## config.mk

```make
export PLATFORM = sky130hd
export DESIGN_NAME = mc_control_unit
export DESIGN_NICKNAME = d
export VERILOG_FILES = /design/src/rtl/mc_control_unit.sv
export SDC_FILE = /design/constraint.sdc
export NUM_CORES = 1
export LEC_CHECK = 0
export CORE_ASPECT_RATIO = 0.6
export CORE_MARGIN = 3
export CORE_UTILIZATION = 40
export CTS_CLUSTER_DIAMETER = 30
export DETAILED_ROUTE_END_ITERATION = 10
export GPL_ROUTABILITY_DRIVEN = 1
export GPL_TIMING_DRIVEN = 0
export PLACE_DENSITY = 0.81
export SYNTH_ARGS = -nofsm -noshare
export SYNTH_HDL_FRONTEND = slang
export SYNTH_SLANG_ARGS = --single-unit
export TNS_END_PERCENT = 100
```

## constraint.sdc

```tcl
create_clock -name clk -period 3.6 [get_ports clk]
set_input_delay 1.08 -clock clk [delete_from_list [all_inputs] [get_ports clk]]
set_output_delay 1.08 -clock clk [all_outputs]
set_load 0.1 [all_outputs]
```

## src/rtl/mc_control_unit.sv

```systemverilog
// Multi-cycle control unit for the MIPS subset. It sequences FETCH/DECODE/EXEC/MEM/WB with
// req/ack memory handshakes, and traps on an ack timeout or an undefined instruction.
module mc_control_unit #(
   parameter int BE_W        = 4,
   parameter int MEM_TIMEOUT = 255,
   parameter int CNT_W       = 8
) (
   input  logic            clk,
   input  logic            rst,
   input  logic [31:0]     instr,
   input  logic            alu_zero,
   input  logic            imem_ack,
   input  logic            dmem_ack,
   output logic            imem_req,
   output logic            ir_load,
   output logic            dmem_req,
   output logic [BE_W-1:0] dmem_be,
   output logic            reg_wren,
   output logic            dmux_sel,
   output logic            rmux_sel,
   output logic            alu_src_sel,
   output logic [3:0]      alu_ctrl,
   output logic            pc_en,
   output logic [1:0]      pc_sel,
   output logic            retire,
   output logic            illegal,
   output logic            bus_err
);
   localparam logic [2:0] ST_FETCH  = 3'd0;
   localparam logic [2:0] ST_DECODE = 3'd1;
   localparam logic [2:0] ST_EXEC   = 3'd2;
   localparam logic [2:0] ST_MEM    = 3'd3;
   localparam logic [2:0] ST_WB     = 3'd4;
   localparam logic [2:0] ST_TRAP   = 3'd5;

   localparam logic [5:0] OP_RTYPE = 6'h00, OP_J    = 6'h02, OP_BEQ  = 6'h04, OP_BNE  = 6'h05;
   localparam logic [5:0] OP_ADDI  = 6'h08, OP_ADDIU = 6'h09, OP_SLTI = 6'h0A, OP_ANDI = 6'h0C;
   localparam logic [5:0] OP_ORI   = 6'h0D, OP_LUI  = 6'h0F, OP_LW   = 6'h23, OP_SB   = 6'h28;
   localparam logic [5:0] OP_SH    = 6'h29, OP_SW   = 6'h2B;

   localparam logic [5:0] FN_SLL = 6'h00, FN_SRL = 6'h02, FN_SRA = 6'h03, FN_JR  = 6'h08;
   localparam logic [5:0] FN_ADD = 6'h20, FN_ADDU = 6'h21, FN_SUB = 6'h22, FN_SUBU = 6'h23;
   localparam logic [5:0] FN_AND = 6'h24, FN_OR  = 6'h25, FN_XOR = 6'h26, FN_NOR = 6'h27;
   localparam logic [5:0] FN_SLT = 6'h2A;

   localparam logic [3:0] ALU_AND = 4'b0000, ALU_OR  = 4'b0001, ALU_XOR  = 4'b0010, ALU_NOR = 4'b0011;
   localparam logic [3:0] ALU_ADDU = 4'b0100, ALU_ADD = 4'b0101, ALU_SUBU = 4'b0110, ALU_SUB = 4'b0111;
   localparam logic [3:0] ALU_SLT = 4'b1000, ALU_SLL = 4'b1001, ALU_SRL  = 4'b1010, ALU_SRA = 4'b1011;

   localparam logic [CNT_W-1:0] TIMEOUT_C    = CNT_W'(MEM_TIMEOUT);
   localparam logic [CNT_W-1:0] CNT_ONE_C    = CNT_W'(1'b1);
   localparam bit               TIMEOUT_EN_C = (MEM_TIMEOUT != 32'sd0);
   localparam logic [BE_W-1:0]  BE_BYTE_C    = BE_W'(1'b1);
   localparam logic [BE_W-1:0]  BE_HALF_C    = BE_W'(2'b11);
   localparam logic [BE_W-1:0]  BE_WORD_C    = {BE_W{1'b1}};

   logic [2:0]       state_r, state_nxt_s;
   logic [CNT_W-1:0] cnt_r, cnt_nxt_s;
   logic             illegal_r, illegal_nxt_s, bus_err_r, bus_err_nxt_s;
   logic [5:0]       opcode_s, funct_s;
   logic             legal_s, is_ralu_s, is_jr_s, is_j_s, is_branch_s, is_beq_s;
   logic             is_load_s, is_store_s, is_lui_s, branch_taken_s, steer_s;
   logic [3:0]       alu_op_s;
   logic [BE_W-1:0]  store_be_s, dmem_be_s;
   logic             imem_req_s, ir_load_s, dmem_req_s, reg_wren_s, pc_en_s, retire_s;
   logic [1:0]       pc_sel_s;
   logic             unused_instr_s;

   assign opcode_s       = instr[31:26];
   assign funct_s        = instr[5:0];
   assign unused_instr_s = ^instr[25:6];
   assign branch_taken_s = is_beq_s ? alu_zero : !alu_zero;

   // Classify the IR contents and pick the ALU operation.
   always_comb begin
      legal_s = 1'b0; is_ralu_s = 1'b0; is_jr_s = 1'b0; is_j_s = 1'b0;
      is_branch_s = 1'b0; is_beq_s = 1'b0; is_load_s = 1'b0; is_store_s = 1'b0;
      is_lui_s = 1'b0; alu_op_s = ALU_AND; store_be_s = {BE_W{1'b0}};
      case (opcode_s)
         OP_RTYPE: begin
            legal_s   = 1'b1;
            is_ralu_s = 1'b1;
            case (funct_s)
               FN_SLL:  alu_op_s = ALU_SLL;
               FN_SRL:  alu_op_s = ALU_SRL;
               FN_SRA:  alu_op_s = ALU_SRA;
               FN_ADD:  alu_op_s = ALU_ADD;
               FN_ADDU: alu_op_s = ALU_ADDU;
               FN_SUB:  alu_op_s = ALU_SUB;
               FN_SUBU: alu_op_s = ALU_SUBU;
               FN_AND:  alu_op_s = ALU_AND;
               FN_OR:   alu_op_s = ALU_OR;
               FN_XOR:  alu_op_s = ALU_XOR;
               FN_NOR:  alu_op_s = ALU_NOR;
               FN_SLT:  alu_op_s = ALU_SLT;
               FN_JR:   begin is_ralu_s = 1'b0; is_jr_s = 1'b1; end
               default: begin legal_s = 1'b0; is_ralu_s = 1'b0; end
            endcase
         end
         OP_ADDI:  begin legal_s = 1'b1; alu_op_s = ALU_ADD;  end
         OP_ADDIU: begin legal_s = 1'b1; alu_op_s = ALU_ADDU; end
         OP_SLTI:  begin legal_s = 1'b1; alu_op_s = ALU_SLT;  end
         OP_ANDI:  begin legal_s = 1'b1; alu_op_s = ALU_AND;  end
         OP_ORI:   begin legal_s = 1'b1; alu_op_s = ALU_OR;   end
         OP_LUI:   begin legal_s = 1'b1; is_lui_s = 1'b1;     end
         OP_LW:    begin legal_s = 1'b1; is_load_s = 1'b1; alu_op_s = ALU_ADDU; end
         OP_SB:    begin legal_s = 1'b1; is_store_s = 1'b1; alu_op_s = ALU_ADDU; store_be_s = BE_BYTE_C; end
         OP_SH:    begin legal_s = 1'b1; is_store_s = 1'b1; alu_op_s = ALU_ADDU; store_be_s = BE_HALF_C; end
         OP_SW:    begin legal_s = 1'b1; is_store_s = 1'b1; alu_op_s = ALU_ADDU; store_be_s = BE_WORD_C; end
         OP_BEQ:   begin legal_s = 1'b1; is_branch_s = 1'b1; is_beq_s = 1'b1; alu_op_s = ALU_SUBU; end
         OP_BNE:   begin legal_s = 1'b1; is_branch_s = 1'b1; alu_op_s = ALU_SUBU; end
         OP_J:     begin legal_s = 1'b1; is_j_s = 1'b1; end
         default:  legal_s = 1'b0;
      endcase
   end

   // Sequencing: next state, ack-wait counter, trap flags and per-state strobes.
   always_comb begin
      state_nxt_s = state_r; cnt_nxt_s = {CNT_W{1'b0}};
      illegal_nxt_s = illegal_r; bus_err_nxt_s = bus_err_r;
      imem_req_s = 1'b0; ir_load_s = 1'b0; dmem_req_s = 1'b0; dmem_be_s = {BE_W{1'b0}};
      reg_wren_s = 1'b0; pc_en_s = 1'b0; pc_sel_s = 2'b00; retire_s = 1'b0;
      case (state_r)
         ST_FETCH: begin
            imem_req_s = 1'b1;
            if (imem_ack) begin
               ir_load_s = 1'b1; pc_en_s = 1'b1; state_nxt_s = ST_DECODE;
            end else if (TIMEOUT_EN_C && (cnt_r == TIMEOUT_C)) begin
               state_nxt_s = ST_TRAP; bus_err_nxt_s = 1'b1;
            end else begin
               cnt_nxt_s = cnt_r + CNT_ONE_C;
            end
         end
         ST_DECODE: begin
            if (!legal_s) begin
               state_nxt_s = ST_TRAP; illegal_nxt_s = 1'b1;
            end else if (is_j_s) begin
               pc_en_s = 1'b1; pc_sel_s = 2'b01; retire_s = 1'b1; state_nxt_s = ST_FETCH;
            end else if (is_jr_s) begin
               pc_en_s = 1'b1; pc_sel_s = 2'b10; retire_s = 1'b1; state_nxt_s = ST_FETCH;
            end else begin
               state_nxt_s = ST_EXEC;
            end
         end
         ST_EXEC: begin
            if (is_branch_s) begin
               pc_en_s = branch_taken_s; pc_sel_s = branch_taken_s ? 2'b11 : 2'b00;
               retire_s = 1'b1; state_nxt_s = ST_FETCH;
            end else if (is_load_s || is_store_s) begin
               state_nxt_s = ST_MEM;
            end else begin
               state_nxt_s = ST_WB;
            end
         end
         ST_MEM: begin
            dmem_req_s = 1'b1;
            dmem_be_s  = store_be_s;
            if (dmem_ack) begin
               retire_s    = is_store_s;
               state_nxt_s = is_store_s ? ST_FETCH : ST_WB;
            end else if (TIMEOUT_EN_C && (cnt_r == TIMEOUT_C)) begin
               state_nxt_s = ST_TRAP; bus_err_nxt_s = 1'b1;
            end else begin
               cnt_nxt_s = cnt_r + CNT_ONE_C;
            end
         end
         ST_WB: begin
            reg_wren_s = 1'b1; retire_s = 1'b1; state_nxt_s = ST_FETCH;
         end
         ST_TRAP: state_nxt_s = ST_TRAP;
         default: state_nxt_s = ST_FETCH;
      endcase
   end

   // Datapath steering is only meaningful once the IR holds the current instruction.
   assign steer_s = (state_r == ST_DECODE) || (state_r == ST_EXEC) ||
                    (state_r == ST_MEM)    || (state_r == ST_WB);

   assign imem_req    = !rst && imem_req_s;
   assign ir_load     = !rst && ir_load_s;
   assign dmem_req    = !rst && dmem_req_s;
   assign dmem_be     = rst ? {BE_W{1'b0}} : dmem_be_s;
   assign reg_wren    = !rst && reg_wren_s;
   assign pc_en       = !rst && pc_en_s;
   assign pc_sel      = rst ? 2'b00 : pc_sel_s;
   assign retire      = !rst && retire_s;
   assign dmux_sel    = !rst && steer_s && !(is_load_s || is_lui_s);
   assign rmux_sel    = !rst && steer_s && is_ralu_s;
   assign alu_src_sel = !rst && steer_s && (is_ralu_s || is_branch_s);
   assign alu_ctrl    = (!rst && steer_s) ? alu_op_s : 4'b0000;
   assign illegal     = illegal_r;
   assign bus_err     = bus_err_r;

   // State, wait counter and sticky trap flags.
   always_ff @(posedge clk) begin
      if (rst) begin
         state_r   <= ST_FETCH;
         cnt_r     <= {CNT_W{1'b0}};
         illegal_r <= 1'b0;
         bus_err_r <= 1'b0;
      end else begin
         state_r   <= state_nxt_s;
         cnt_r     <= cnt_nxt_s;
         illegal_r <= illegal_nxt_s;
         bus_err_r <= bus_err_nxt_s;
      end
   end
endmodule

```

# Word level (Yosys, flattened, before mapping)
# Cells that the tools add are included.
[totals] reg_bits=13 inputBits=37 wordCells=127
[op_classes] add_sub_neg=1 n_eq_ne=33 mux=57 n_bitwise=1 n_reduce_logical=31
[op_table] operator="== test 6 bit (second input constant)" count=13
[op_table] operator="case mux 4 bit (11 select lines)" count=1
[op_table] operator="== test 6 x 4 -> 1 bit (second input constant)" count=7
[op_table] operator="two-way mux 1 bit" count=26
[op_table] operator="OR reduction 13 bit" count=2
[op_table] operator="two-way mux 8 bit" count=3
[op_table] operator="case mux 4 bit (6 select lines)" count=1
[op_table] operator="two-way mux 3 bit" count=7
[op_table] operator="== test 6 x 2 -> 1 bit (second input constant)" count=3
[op_table] operator="two-way mux 2 bit" count=8
[op_table] operator="case mux 8 bit (2 select lines)" count=1
[op_table] operator="case mux 3 bit (5 select lines)" count=1
[op_table] operator="== test 6 x 3 -> 1 bit (second input constant)" count=2
[op_table] operator="logical NOT 6 bit" count=2
[op_table] operator="two-way mux 4 bit" count=3
[op_table] operator="case mux 4 bit (3 select lines)" count=1
[op_table] operator="OR reduction 12 bit" count=1
[op_table] operator="logical AND 1 bit" count=10
[op_table] operator="adder 8 x 1 -> 8 bit (second input constant)" count=1
[op_table] operator="== test 8 bit (second input constant)" count=1
[op_table] operator="== test 3 x 2 -> 1 bit (second input constant)" count=2
[op_table] operator="== test 3 bit (second input constant)" count=2
[op_table] operator="logical OR 1 bit" count=6
[op_table] operator="OR reduction 5 bit" count=1
[op_table] operator="other kinds (14)" count=18

# Longest topological paths before layout
[logic_depth] depth_word=8 depth_mapped=6

# Worst setup path before layout
# OpenSTA, ideal clock, no wires.
[synth_path] kind="input to output" startpoint="input rst" endpoint="output dmem_be[3]" t_arrival_ns=5.582 setup_slack_ns=-3.062 stages=4 path_buffers=1 path_cell_list="nor3b_1 nand2_1 nor2_1 buf_4"
[synth_via] elab_chain_len=1
[synth_rtl] element="from (decl)" line_no="9" rtl="input logic rst,"
[synth_rtl] element="two-way mux 4 bit" line_no="182" rtl="assign dmem_be = rst ? {BE_W{1'b0}} : dmem_be_s;"
[synth_rtl] element="to (decl)" line_no="17" rtl="output logic [BE_W-1:0] dmem_be,"
# No other way between the ends.

# Worst setup path after layout
[layout_path] startpoint="input instr[31]" endpoint="output alu_ctrl[1]"
[layout_via] elab_chain_len=4 elab_cells_between_ends=15 cone_classes="eq/ne: 10; mux: 2; reduce/logical: 3"
[layout_rtl] element="from (decl)" line_no="10" rtl="input logic [31:0] instr,"
[layout_rtl] element="== test 6 bit, or another cell as far along" line_no="79" rtl="case (opcode_s)"
[layout_rtl] element="OR reduction 5 bit (no line) / OR reduction 2 bit (equally long branches)"
[layout_rtl] element="case mux 4 bit (6 select lines) (*)" line_no="79"
[layout_rtl] element="two-way mux 4 bit (*)" line_no="190" rtl="assign alu_ctrl = (!rst && steer_s) ? alu_op_s : 4'b0000;"
[layout_rtl] element="to (decl)" line_no="22" rtl="output logic [3:0] alu_ctrl,"
# Mark *: on every way between the ends. The rest lies on a longest branch, timed or not.

==> metrics.yaml <==
synthesis:
  synth_edf_count: 0
  synth.avg_cell_area_um2: 6.95
  async_reset_ff_frac: 0
  syn_inst: 184
  yosys_warnings: 0
  netlist_area_um2: 1280
  synth_nets: 222
  ys.flop_type: "dfxtp_1"
  yosysSeqAreaShare: 0.204
  ys_types: 54
  synth_seq_cells: 13
route:
  via_count: 1966
  drcViolationCount: 0
  dr.pass1.iters: 8
  via_per_inst: 6.66
  drt-initial-drc-count: 275
  wl_um: 6580
  wl_per_cell_um: 22.3
  ant_nets: 0
clock_tree:
  numClockSinks: 13
  ctsHoldBuffers: 0
  clock_latency_ns: 0.26
  cts-buffers-inserted: 3
  ctsLongestPathBuffers: 2
  cts_tree: "yes"
  clkTransAtPathRegs_ns: 0.05
  cts-root-buf: "clkbuf_8"
  h-tree-depth: 1
critical_path:
  critical_path.max_stage_delay_ns: 0.26
  reg2reg_to: "cnt_r[5]"
  cp_max_fo: 5
  cp_num_buf_inv: 4
  cp.required_ns: 2.52
  worstSetupEndpointType: "output port"
  arrival_ns: 2.69
  start_kind: "input pin"
  critical_path.endpoint: "alu_ctrl[1]"
  worstPathCellList: "buf_8, buf_4, nor3_4, buf_6, nand3_4, nor2_1, nand3_1, a21oi_4, buf_12"
  worstSetupStartpoint: "instr[31]"
  critPathTopFamily: "simple AND/OR/NAND/NOR gates"
  timing.rr.start: "state_r[0]"
  reg2reg_depth: 5
  path_depth: 9
  reg2reg_slack_ns: 1.59
  critical_path_class: "input pin to output port"
  cpMaxStageDelayCell: "nor2_1"
die:
  boundaryPins: 58
  start_util: 0.431
  core_um2: 2970
  dieArea_um2: 3930
  die_w_um: 79.0
  fp.dieH_um: 49.8
  num_rows: 15
status:
  violations: "setup timing"
  status: "finished with violations"
grt:
  grt_pass1_wl_um: 9560
  grt_pass1_vias: 1861
  overflow: 0
  antenna_found_initial: 0
  grt_max_degree: 11
  grt_usage: 0.314
power_and_ir_drop:
  ir_drop_mv: 0.240
  powerDensity_nw_per_um2: 256
  leakagePower_nw: 0.894
run:
  drv_cap: 0
sta:
  timing.hold.ws_ns: 0.479
  skew_ns: 0.0119
  finalHoldViolCount: 0
  setup_viol: 8
  fin_crit_sh: 1.05
  fmax_mhz: 265
  fin_crit_ns: 3.77
  fin_ws_ns: -0.171
  maxSlewViolCount: 0
  tightest_slew_ns: 0.974
  rsz0062_at_grt: "true"
  slew_headroom: 0.349
cells_and_area:
  antenna_cells: 0
  fin_util: 0.827
  fillers: 180
  drive_gt1_frac: 0.462
  instances_no_fill: 295
  layout.nets: 292
  synthToLayoutAreaGrowth_pct: 91.9
hold_path:
  hp-class: "register to register"
  worstHoldStart: "bus_err"
place:
  place.gp.congestion: 0.902
  dp_hpwl_um: 3400
  place_inst: 262
  portBuffers: 36
routing by layer:
metal	global-route usage	up-vias	routed length, um
li1	-	812	-
met1	0.409	895	2470
met2	0.485	194	2780
met3	0.0967	65	824
met4	0.120	0	506
met5	0	-	0
synthesized netlist by cell type (3+ instances only):
cell / number / area (um^2)
a21oi_1: 18 / 90.1
a31oi_1: 3 / 18.8
buf_2: 3 / 15.0
clkbuf_1: 6 / 22.5
dfxtp_1: 13 / 260
nand2_1: 13 / 48.8
nand2b_1: 7 / 43.8
nand3_1: 12 / 60.1
nand3b_1: 5 / 37.5
nor2_1: 25 / 93.8
nor2b_1: 4 / 25.0
nor3_1: 9 / 45.0
nor3b_1: 3 / 22.5
o21ai_0: 7 / 35.0
or3_1: 3 / 18.8
xnor2_1: 4 / 35.0
xor2_1: 5 / 43.8
kinds of logic (layout without fill, tap and decap cells):
logic type / count (synthesis) / count (layout) / share of synthesized area
AND/OR/NAND/NOR: 97 / 97 / 0.412
AO/OA/AOI/OAI: 48 / 48 / 0.245
buffers and inverters: 14 / 83 / 0.0528
flip-flops: 13 / 13 / 0.204
XOR/XNOR: 9 / 9 / 0.0616
multiplexers: 2 / 2 / 0.0157
adder cells (fa/ha/maj): 1 / 1 / 0.00978
stage by stage:
| step | setup WS [ns] | setup TNS, ns | cell area [um^2] | total power [mW] |
|---|---|---|---|---|
| after global placement | -1.46 | -22.45 | 1970 | 0.419 |
| after global routing | -0.276 | -1.08 | 2450 | 0.645 |
| final | -0.171 | -0.580 | 2450 | 0.627 |
| after detailed placement | -1.51 | -22.81 | 1970 | 0.423 |
| after CTS | -0.0790 | -0.0960 | 2390 | 0.596 |
| after floorplan | -0.557 | -2.17 | 1560 | 0.355 |
cells in the final DEF, fill, tap and decap left out, drive strengths merged, types with 2 or more instances in the layout:
master	synthesis	final
nand2	13	13
nor4	2	2
nand3b	5	5
mux2i	2	2
clkdlybuf4s50	0	4
xor2	5	5
clkbuf	6	9
o31ai	2	2
nand3	12	12
o21ai	7	7
nor3	9	9
buf	6	59
nor4b	2	2
nor3b	3	3
nor2b	5	5
inv	2	2
a311o	2	2
and2	2	2
xnor2	4	4
a21oi	18	18
or3	4	4
nor2	25	25
a31oi	3	3
clkdlybuf4s15	0	5
nand2b	7	7
dlygate4sd2	0	2
dfxtp	13	13
worst min path at each step:
stage	end	slack [ns]	cells after the start
floorplan	cnt_r[0]	0.43	1
global placement	cnt_r[0]	0.45	1
detailed placement	illegal	0.47	2
CTS	bus_err	0.48	2
global route	cnt_r[0]	0.52	1
finish	bus_err	0.48	2
layout make-up:
cell class | instances | area (um^2) | area share
Inverter | 2 | 7.51 | 0.00306
Timing Repair Buffer | 67 | 699 | 0.285
Buffer | 10 | 83.8 | 0.0342
Sequential cell | 13 | 260 | 0.106
Tap cell | 42 | 52.6 | 0.0214
Clock buffer | 4 | 45.0 | 0.0184
Multi-Input combinational cell | 157 | 1310 | 0.532
registers in the layout, indices dropped and copies added (netlist names):
signal / flops
cnt_r: 8
state_r: 3
bus_err: 1
illegal: 1
timing repair:
| item | 4_1_cts | 5_1_grt |
|---|---|---|
| gates resized for setup | 190 | 22 |
| endpoints found under the setup margin | 19 | 13 |
| pin swaps | 18 | 15 |
| setup buffers | 23 | 8 |
worst register-to-register path, cell delays in order, from the launching register on:
cell      delay (ns)
dfxtp_1         0.46
clkbuf_1        0.49
nand3b_1        0.26
o31ai_1         0.25
nand3_1         0.31
nor2b_1         0.18
where the power goes:
part	internal [mW]	switching (mW)	total (mW)
Clock	0.0786	0.0618	0.140
Combinational	0.116	0.210	0.325
Sequential	0.152	0.00969	0.161
Note: power is estimated with default switching activity, not from simulation.
